==> config.mk <==
export PLATFORM = sky130hd
export DESIGN_NAME = fetch_sequencer
export DESIGN_NICKNAME = d
export VERILOG_FILES = /design/src/rtl/fetch_sequencer.sv
export SDC_FILE = /design/constraint.sdc
export NUM_CORES = 1
export LEC_CHECK = 0
export BUFFER_PORTS_ARGS = -buffer_cell sky130_fd_sc_hd__buf_2
export CAP_MARGIN = 10
export CORE_AREA = 2 2 146 148
export CTS_CLUSTER_DIAMETER = 200
export DETAILED_ROUTE_END_ITERATION = 7
export DIE_AREA = 0 0 148 150
export PLACE_DENSITY = 0.66
export RECOVER_POWER = 25
export SYNTH_ARGS = -nofsm -noshare
export SYNTH_HDL_FRONTEND = slang
export SYNTH_SLANG_ARGS = --single-unit
==> constraint.sdc <==
create_clock -name Clk -period 5 [get_ports Clk]
set_input_delay 0 -clock Clk [delete_from_list [all_inputs] [get_ports Clk]]
set_output_delay 0 -clock Clk [all_outputs]
set_load 0.03 [all_outputs]
==> src/rtl/fetch_sequencer.sv <==
// Instruction fetch sequencer: drives instruction-memory requests, fills the
// IF/ID register, parks one early-returning word in a skid buffer while
// decode stalls, and handles decode redirects (including in-flight drops).
// Optional macro FETCH_TIMEOUT_EN builds a request-timeout counter that raises
// a sticky Fetch_Err; without it Fetch_Err is tied low.
module fetch_sequencer #(
    parameter logic [31:0] RESET_PC       = 32'h0000_0000,
    parameter int unsigned TIMEOUT_CYCLES = 255
) (
    input  logic        Clk,
    input  logic        Reset,
    input  logic        ID_PCSrc,
    input  logic [31:0] ID_new_PC,
    input  logic        Stall,
    input  logic        Mem_Ack,
    input  logic [31:0] Mem_RData,
    output logic        Mem_Req,
    output logic [31:0] Mem_Addr,
    output logic [31:0] IF_Instruction,
    output logic [31:0] IF_PC4,
    output logic        IF_Valid,
    output logic        Fetch_Err
);

    typedef enum logic [1:0] {
        ST_BOOT = 2'd0,
        ST_REQ  = 2'd1,
        ST_HOLD = 2'd2
    } state_e;

    state_e      state_q, state_d;
    logic [31:0] mem_addr_q, mem_addr_d;
    logic [31:0] if_instr_q, if_instr_d;
    logic [31:0] if_pc4_q, if_pc4_d;
    logic        if_valid_q, if_valid_d;
    logic [31:0] skid_data_q, skid_data_d;
    logic [31:0] skid_pc4_q, skid_pc4_d;
    logic [31:0] target_q, target_d;
    logic        discard_q, discard_d;

    logic        consume_c;
    logic        if_free_c;
    logic [31:0] addr_inc_c;

    assign consume_c  = if_valid_q & ~Stall;
    assign if_free_c  = ~if_valid_q | consume_c;
    assign addr_inc_c = mem_addr_q + 32'd4;

    // State register
    always_ff @(posedge Clk or negedge Reset) begin
        if (!Reset) begin
            state_q <= ST_BOOT;
        end else begin
            state_q <= state_d;
        end
    end

    // Next-state logic; the skid buffer is full exactly while in HOLD
    always_comb begin
        state_d = state_q;
        case (state_q)
            ST_BOOT: state_d = ST_REQ;
            ST_REQ: begin
                if (!ID_PCSrc && Mem_Ack && !discard_q && !if_free_c) begin
                    state_d = ST_HOLD;
                end
            end
            ST_HOLD: begin
                if (ID_PCSrc || !Stall) begin
                    state_d = ST_REQ;
                end
            end
            default: state_d = ST_BOOT;
        endcase
    end

    // Output decode: request is live only in REQ
    always_comb begin
        Mem_Req = 1'b0;
        if (state_q == ST_REQ) begin
            Mem_Req = 1'b1;
        end
    end

    // Datapath next values: fetch address, IF register, skid, redirect target
    always_comb begin
        mem_addr_d  = mem_addr_q;
        if_instr_d  = if_instr_q;
        if_pc4_d    = if_pc4_q;
        if_valid_d  = if_valid_q;
        skid_data_d = skid_data_q;
        skid_pc4_d  = skid_pc4_q;
        target_d    = target_q;
        discard_d   = discard_q;
        case (state_q)
            ST_BOOT: begin
                if (ID_PCSrc) begin
                    mem_addr_d = ID_new_PC;
                end
            end
            ST_REQ: begin
                if (ID_PCSrc) begin
                    if_valid_d = 1'b0;
                    if (Mem_Ack) begin
                        mem_addr_d = ID_new_PC;
                        discard_d  = 1'b0;
                    end else begin
                        // request in flight: its data must be dropped later
                        target_d  = ID_new_PC;
                        discard_d = 1'b1;
                    end
                end else begin
                    if (consume_c) begin
                        if_valid_d = 1'b0;
                    end
                    if (Mem_Ack) begin
                        if (discard_q) begin
                            mem_addr_d = target_q;
                            discard_d  = 1'b0;
                        end else begin
                            mem_addr_d = addr_inc_c;
                            if (if_free_c) begin
                                if_instr_d = Mem_RData;
                                if_pc4_d   = addr_inc_c;
                                if_valid_d = 1'b1;
                            end else begin
                                skid_data_d = Mem_RData;
                                skid_pc4_d  = addr_inc_c;
                            end
                        end
                    end
                end
            end
            ST_HOLD: begin
                if (ID_PCSrc) begin
                    if_valid_d = 1'b0;
                    mem_addr_d = ID_new_PC;
                end else if (!Stall) begin
                    if_instr_d = skid_data_q;
                    if_pc4_d   = skid_pc4_q;
                    if_valid_d = 1'b1;
                end
            end
            default: ;
        endcase
    end

    // Datapath registers
    always_ff @(posedge Clk or negedge Reset) begin
        if (!Reset) begin
            mem_addr_q  <= RESET_PC;
            if_instr_q  <= 32'd0;
            if_pc4_q    <= 32'd0;
            if_valid_q  <= 1'b0;
            skid_data_q <= 32'd0;
            skid_pc4_q  <= 32'd0;
            target_q    <= 32'd0;
            discard_q   <= 1'b0;
        end else begin
            mem_addr_q  <= mem_addr_d;
            if_instr_q  <= if_instr_d;
            if_pc4_q    <= if_pc4_d;
            if_valid_q  <= if_valid_d;
            skid_data_q <= skid_data_d;
            skid_pc4_q  <= skid_pc4_d;
            target_q    <= target_d;
            discard_q   <= discard_d;
        end
    end

    assign Mem_Addr       = mem_addr_q;
    assign IF_Instruction = if_instr_q;
    assign IF_PC4         = if_pc4_q;
    assign IF_Valid       = if_valid_q;

`ifdef FETCH_TIMEOUT_EN
    localparam int unsigned CNT_W = (TIMEOUT_CYCLES == 0) ? 1 : $clog2(TIMEOUT_CYCLES + 1);
    localparam logic [CNT_W-1:0] CNT_MAX = CNT_W'(TIMEOUT_CYCLES);

    logic [CNT_W-1:0] tmo_cnt_q, tmo_cnt_d;
    logic             fetch_err_q, fetch_err_d;

    // Count consecutive unanswered REQ cycles; error is sticky until reset
    always_comb begin
        tmo_cnt_d   = tmo_cnt_q;
        fetch_err_d = fetch_err_q;
        if (state_q == ST_REQ) begin
            if (Mem_Ack) begin
                tmo_cnt_d = '0;
            end else begin
                if (tmo_cnt_q != CNT_MAX) begin
                    tmo_cnt_d = tmo_cnt_q + CNT_W'(1);
                end
                if (tmo_cnt_d == CNT_MAX) begin
                    fetch_err_d = 1'b1;
                end
            end
        end
    end

    // Timeout registers
    always_ff @(posedge Clk or negedge Reset) begin
        if (!Reset) begin
            tmo_cnt_q   <= '0;
            fetch_err_q <= 1'b0;
        end else begin
            tmo_cnt_q   <= tmo_cnt_d;
            fetch_err_q <= fetch_err_d;
        end
    end

    assign Fetch_Err = fetch_err_q;
`else
    logic unused_timeout_c;
    assign unused_timeout_c = (TIMEOUT_CYCLES != 0);
    assign Fetch_Err        = 1'b0;
`endif

endmodule

After elaboration in Yosys (flattened, before gate mapping)
Index checks and enable logic that the tools add are counted.
{ "classes": {"bitwise": 8, "muxes": 35, "n_reduce_logical": 20, "n_eq_ne": 12, "n_addsub": 1} }
{ "ops": {"columns": ["op", "n"], "rows": [
  ["$mux W32", 17],
  ["$pmux W32 S2", 3],
  ["$add A32 B3 Y32 const B", 1],
  ["$ne A2 B2 Y1 const B", 8],
  ["$mux W1", 11],
  ["$reduce_and A7 Y1", 1],
  ["$not A1 Y1", 6],
  ["$pmux W2 S3", 1],
  ["$reduce_and A2 Y1", 3],
  ["$reduce_and A3 Y1", 2],
  ["$reduce_bool A2 Y1", 3],
  ["$reduce_and A5 Y1", 1],
  ["$logic_not A1 Y1", 4],
  ["$mux W2", 2],
  ["$logic_and A1 B1 Y1", 3],
  ["$ne A3 B3 Y1 const B", 1],
  ["$eq A2 B1 Y1 const B", 1],
  ["$eq A2 B2 Y1 const B", 1],
  ["$logic_not A2 Y1", 1],
  ["$ne A2 B1 Y1 const B", 1],
  ["$pmux W1 S2", 1],
  ["$reduce_or A2 Y1", 1],
  ["$and A1 B1 Y1", 1],
  ["$logic_or A1 B1 Y1", 1],
  ["$or A1 B1 Y1", 1]
]} }
{ "word_totals": {"word_cells": 85, "output_inout_bits": 99, "ff_bits": 196} }

Logic depth before layout (Yosys ltp)
Gate-level depths: netlist of the first run.
{ "depth": {"ltp_word": 8, "ltp_mapped": 8, "depth_no_buf": 6} }

Worst setup path before layout of the first run
Ideal clock, no wire load.
{ "synth_timing": {"kind": "register to register", "startpoint": "register mem_addr_q[2], in the netlist Mem_Addr[2]", "endpoint": "register mem_addr_q[28], in the netlist Mem_Addr[28]", "t_arrival_ps": 2250, "period_less_slack_ps": 2332, "stages_incl_launch_ff": 7, "path_buffers": 0, "path_slack_ps": 2668, "setup_time_ps": 82, "path_cell_list": "dfrtp_1 ha_1 and2_1 nand4_1 or4_1 o31a_1 o22ai_1"} }
{ "synth_via": {"elab_chain_cells": 5} }
{ "synth_rtl": {"columns": ["item", "line_no", "source"], "rows": [
  ["start: declaration", "32", "logic [31:0] mem_addr_q, mem_addr_d;"],
  ["start signal: assignment", "160", "mem_addr_q <= mem_addr_d;"],
  ["$add A32 B3 Y32", "47", "assign addr_inc_c = mem_addr_q + 32'd4;"],
  ["$mux W32", "117", "if (discard_q) begin"],
  ["$mux W32", "116", "if (Mem_Ack) begin"],
  ["$mux W32", "102", "if (ID_PCSrc) begin"],
  ["$pmux W32 S2", "95", "case (state_q)"]
]} }
Every way passes these cells. The select of a mux whose other input is x is not followed.
A chain may end at the register's enable or synchronous reset.

==> flow_metrics.tcl, run 1 <==
set metrics [dict create \
    routed_via_density 5.47 \
    yosysWarnings 0 \
    syn_area_sq_um 9200 \
    timing.slew.headroom_pct -87.4 \
    routed_wl_mm 24.7 \
    rsz0062_at_grt "false" \
    hold_class "in -> reg" \
    async_flop_share_pct 100 \
    cts_setup_buffers 0 \
    drc 0 \
    finalSetupViolCount 0 \
    portBuffers 166 \
    period_minus_slack_ns 2.91 \
    ant_nets 0 \
    worstPathArrival_ns 3.41 \
    power_density_nw_per_um2 456 \
    cts_root_buf "clkbuf_16" \
    yosys_most_used_dff "dfrtp_1" \
    die_w_um 148 \
    grt_usage_pct 22.5 \
    die-area_sq_um 22200 \
    cellLeakagePower_nw 5.04 \
    cts.htree.levels 4 \
    synthDistinctLibCells 56 \
    hold_viol_final 0 \
    dp_slack_ns 2.21 \
    finClkSkew_ns 0.0105 \
    setup_ws_ns 2.09 \
    grt_overflow 0 \
    drtIter0Drc 636 \
    num_rows 53 \
    drt_pass1_iterations 7 \
    drive_gt1_share_pct 23.7 \
    endpoint_kind "asynchronous set/reset pin" \
    violations "max-capacitance violations, max-slew violations" \
    ios 168 \
    syn_to_final_growth_pct 24.8 \
    worst_pin_slew_ns 2.81 \
    num-fill-cells 1867 \
    synthCells 937 \
    hpwl_mm 16.4 \
    worst-setup-path-type "in -> async" \
    cap_violations 1 \
    crit_path_max_fanout 110 \
    diodes 0 \
    grt_max_degree 111 \
    clock_sinks 196 \
    ir_drop_mv 0.258 \
    fmax_mhz 344 \
    dr_total_vias 7776 \
    wl_per_cell_um 17.4 \
    start_kind "input port" \
    gp_congestion 0.899 \
    final_net_count 1203 \
    drv_slew 111 \
    syn_avg_cell_area_sq_um 9.81 \
    setup_tns_ns 0 \
    grt_pass1_wl_mm 39.3 \
    synth-edff-count 0 \
    start_util_pct 44.4 \
    post-route-period-util_pct 58.1 \
    clk_pin_slew_ns 0.08 \
    numCtsBuffers 17 \
    antenna_found_initial 0 \
    required_ns 5.50 \
    insertion_delay_ns 0.44 \
    clockBufferDepth 2 \
    grt_pass1_vias 7158 \
    outcome "finished, violations left" \
    synth-seq-cells 196 \
    syn_nets 1007 \
    synth_seq_area_share_pct 53.3 \
    core_area_sq_um 20700 \
    cts_tree "yes" \
    die_height_um 150 \
]
[Yosys cell counts (all sizes together), types with 6 or more instances]
cell / count / area share [%]
o31ai: 6 / 0.49
o31a: 8 / 0.78
a221oi: 6 / 0.57
and3: 14 / 0.98
nand3: 32 / 1.9
nor3: 15 / 0.82
nor4: 9 / 0.68
mux2i: 7 / 0.76
mux2: 73 / 8.9
nand2: 134 / 5.5
xnor2: 14 / 1.3
a21oi: 60 / 3.3
nor2: 99 / 4.0
nand4: 10 / 0.68
inv: 12 / 0.49
dfrtp: 196 / 53
o21ai: 48 / 2.6
buf: 14 / 0.80
o211ai: 8 / 0.65
o22ai: 14 / 0.95
clkbuf: 55 / 2.2
xor2: 6 / 0.57
a31oi: 44 / 3.0
[worst max-delay path: stages]
cell and delay (ns):
dlygate4sd3_1 0.52, clkbuf_2 1.93, buf_4 0.85
[stage by stage]
step,utilization (%),total power [W],hold WS (ns),std cells,cell area (sq um)
6_report,55.5,0.00524,0.0716,1421,11500
5_1_grt,55.5,0.00553,0.110,1421,11500
4_1_cts,55.7,0.00529,0.0691,1421,11500
3_5_place_dp,49.4,0.00383,0.187,1321,10200
3_3_place_gp,49.4,0.00378,0.187,1321,10200
2_1_floorplan,-,0.00331,-0.296,937,9200
[layer usage]
| layer | up-vias | global-route usage (%) | share of wire [%] |
|---|---|---|---|
| li1 | 3724 | - | - |
| met1 | 3745 | 32.4 | 45 |
| met2 | 281 | 34.8 | 46 |
| met3 | 26 | 4.63 | 7.0 |
| met4 | 0 | 6.10 | 1.3 |
| met5 | - | 0 | 0 |
[final cells by class]
type	count	area (sq um)	area share, %
clock buffers	18	439	3.83
clock inverters	14	179	1.56
inverters	13	62.6	0.545
multi-input cells	659	3980	34.7
flip-flops and latches	196	4900	42.7
well taps	275	344	3.00
repair buffers	246	1570	13.6
[flip-flops by register name (all words and copies together) (netlist names)]
signal          flops
IF_Instruction     32
IF_PC4             32
Mem_Addr           32
skid_data_q        32
skid_pc4_q         32
target_q           32
state_q             2
IF_Valid            1
discard_q           1
[power breakdown]
part	switching (W)	internal, W	leakage, nW
sequential	0.000312	0.00202	2.34
clock	0.000682	0.000737	0.302
combinational	0.000943	0.000544	2.40
total	0.00194	0.00330	5.04
[worst paths after layout]
check / from / endpoint / slack, ns / cells after the start
max reg2reg: state_q[0] / IF_PC4[22] / 2.19 / 5
min: ID_PCSrc / IF_Valid / 0.07 / 3
max: Reset / skid_pc4_q[21] / 2.09 / 3
max in group Clk: state_q[0] / IF_PC4[22] / 2.19 / 5
min in group asynchronous: Reset / Mem_Addr[29] / 0.99 / 2
min reg2reg: IF_PC4[14] / IF_PC4[14] / 0.48 / 2
[cell families (layout without fill, tap and decap cells)]
| kind of cell | after synthesis | count (layout) | share of synthesized area, % |
|---|---|---|---|
| simple gates | 340 | 340 | 16.7 |
| flops | 196 | 196 | 53.3 |
| fa+ha+maj | 1 | 1 | 0.136 |
| mux | 80 | 80 | 9.70 |
| other cells | 1 | 1 | 0.0408 |
| buf+inv | 82 | 291 | 3.73 |
| compound gates | 217 | 217 | 14.4 |
| xor+xnor | 20 | 20 | 1.90 |
[placed cells by master, fill, tap and decap left out, drive strengths merged, types with 7 or more instances in the layout]
cell type      n
nor4           9
mux2i          7
nand2        134
nand3         32
a21oi         60
o22ai         14
o21ai         48
a31oi         44
dfrtp        196
xnor2         14
nor2          99
mux2          73
buf          148
nand4         10
o31a           8
dlygate4sd3   68
clkbuf        48
nor3          15
and3          14
inv           20
o211ai         8
[repair_timing]
action,in CTS,in global routing
gates resized for setup,0,0
hold endpoints to repair,235,0
hold buffers,68,0
Note: power is estimated with default switching activity, not from simulation.
==> inputs of run 2 (changes only) <==
clock period = 3 ns   (was 5 ns; I/O delays follow)
==> run 2 against run 1 <==
- combinational power rose by 68%
- sequential power is 67% higher
- core utilization increased by 0.77 points
- the run still ends with max-capacitance violations, max-slew violations left
- first-iteration DRC count rose by 4.4%
- setup slack got worse by 1.5 ns
- sequential cell count unchanged
- count of clock-buffer cells in the layout shrank 1
- worst hold slack better by 0.014 ns
- global-route usage is 0.24 points higher
- final cell count up 0.91%
- clock power rose by 68%
- final area rose by 1.4%
==> flow_metrics.tcl, run 2 (synthesis results as in run 1) <==
set metrics [dict create \
    hold_class "in -> reg" \
    ctsHoldBuffers 68 \
    clock_sinks 196 \
    dr_total_vias 7749 \
    grt_max_degree 95 \
    routed_via_density 5.40 \
    seqPwrFrac_pct 44.1 \
    drive_gt1_share_pct 24.3 \
    hold_viol_final 0 \
    insertion_delay_ns 0.43 \
    grt_overflow 0 \
    grt_usage_pct 22.7 \
    rsz0062_at_grt "false" \
    diodes 0 \
    start_util_pct 44.4 \
    setup_ws_ns 0.557 \
    drc 0 \
    final_net_count 1216 \
    cts.htree.levels 4 \
    power_density_nw_per_um2 755 \
    syn_to_final_growth_pct 26.5 \
    ios 168 \
    layout_commonest_cell "dfrtp_1" \
    holdPathEnd "state_q[1]" \
    violations "max-capacitance violations, max-slew violations" \
    numCtsBuffers 17 \
    worstPathArrival_ns 2.79 \
    drtIter0Drc 664 \
    required_ns 3.35 \
    cellLeakagePower_nw 5.12 \
    min_from "ID_PCSrc" \
    r2r_end "Mem_Addr[28]" \
    timing.slew.headroom_pct -63.6 \
    cts_resized 0 \
    finClkSkew_ns 0.0115 \
    post-route-period-util_pct 81.4 \
    cap_violations 1 \
    drv_slew 94 \
    drt_pass1_iterations 6 \
    setup_tns_ns 0 \
    endpoint_kind "flop" \
    period_minus_slack_ns 2.44 \
    grt_pass1_vias 7323 \
    r2r_slack_ns 0.56 \
    final_cell_mix "196 x dfrtp_1, 133 x nand2_1, 133 x buf_2" \
    p_switching_w 0.00327 \
    finalSetupViolCount 0 \
    hpwl_mm 17.0 \
    rr_startpoint "Mem_Addr[2]" \
    clockBufferDepth 2 \
    cts_setup_buffers 0 \
    reg2reg_depth 6 \
    grt_pass1_wl_mm 39.6 \
    ir_drop_mv 0.465 \
    worst_pin_slew_ns 2.45 \
    ant_nets 0 \
    clockPowerShare_pct 27.2 \
    intPower_w 0.00551 \
    num_rows 53 \
    crit_path_max_fanout 9 \
    dp_slack_ns 0.621 \
    fmax_mhz 409 \
    worst-setup-path-type "reg -> reg" \
    routed_wl_mm 25.0 \
    die-area_sq_um 22200 \
    p_comb_share_pct 28.6 \
    gp_congestion 0.918 \
    hold_path_depth 3 \
    outcome "finished, violations left" \
    wl_per_cell_um 17.5 \
    antenna_found_initial 0 \
    portBuffers 166 \
    cts_root_buf "clkbuf_16" \
    die_height_um 150 \
    core_area_sq_um 20700 \
    clk_pin_slew_ns 0.08 \
    switching_share_pct 37.3 \
    die_w_um 148 \
    cts_tree "yes" \
    start_kind "flop" \
]
[run 2: cell count changes in the layout (fill, tap and decap cells not counted), moves of 3 or more]
cell / before / now
inv_8: 2 / 5
clkbuf_1: 29 / 32
buf_4: 12 / 20
buf_12: 0 / 5
buf_2: 136 / 133
[run 2: final cells by class]
class	count	area [sq um]
Tap cell	275	344
Fill cell	1881	9050
Sequential cell	196	4900
Clock buffer	17	425
Clock inverter	15	195
Inverter	13	62.6
Timing Repair Buffer	259	1720
Multi-Input combinational cell	659	3980
[run 2: worst max-delay path: stages, from the launching register on]
cell and delay [ns]:
dfrtp_1 0.53, ha_1 0.29, and2_1 0.19, nand4_1 0.23
or4_1 0.65, o31a_1 0.32, o22ai_1 0.15
[run 2: worst max path at each step]
stage | slack [ns] | startpoint | end
5_1_grt | 0.25 | Reset | Mem_Addr[30]
4_1_cts | 0.58 | Mem_Addr[2] | Mem_Addr[28]
3_3_place_gp | 0.70 | Mem_Addr[2] | Mem_Addr[28]
6_report | 0.56 | Mem_Addr[2] | Mem_Addr[28]
2_1_floorplan | 0.67 | Mem_Addr[2] | Mem_Addr[28]
3_5_place_dp | 0.62 | Mem_Addr[2] | Mem_Addr[28]
[run 2: routing by layer]
layer  up-vias  GRT usage (%)  share of wire (%)
li1       3743              -                  -
met1      3725           32.7                 47
met2       253           35.7                 46
met3        28           4.18                5.5
met4         0           5.81                1.5
met5         -              0                  0
[run 2: metrics by stage]
| step | power (W) | std cells | hold slack, ns | instance area, sq um | utilization [%] |
|---|---|---|---|---|---|
| after floorplan | 0.00552 | 937 | -0.296 | 9200 | - |
| after global placement | 0.00632 | 1334 | 0.139 | 10400 | 50.2 |
| after detailed placement | 0.00640 | 1334 | 0.145 | 10400 | 50.2 |
| after CTS | 0.00887 | 1434 | 0.0658 | 11700 | 56.5 |
| after global routing | 0.00927 | 1434 | 0.0891 | 11600 | 56.2 |
| final | 0.00878 | 1434 | 0.0860 | 11600 | 56.2 |
[run 2: power groups by stage]
stage / sequential, W / combinational (W) / clock (W)
2_1_floorplan: 0.00444 / 0.00108 / 0
3_3_place_gp: 0.00388 / 0.00244 / 0
3_5_place_dp: 0.00391 / 0.00249 / 0
4_1_cts: 0.00386 / 0.00256 / 0.00244
5_1_grt: 0.00397 / 0.00274 / 0.00255
6_report: 0.00388 / 0.00251 / 0.00239
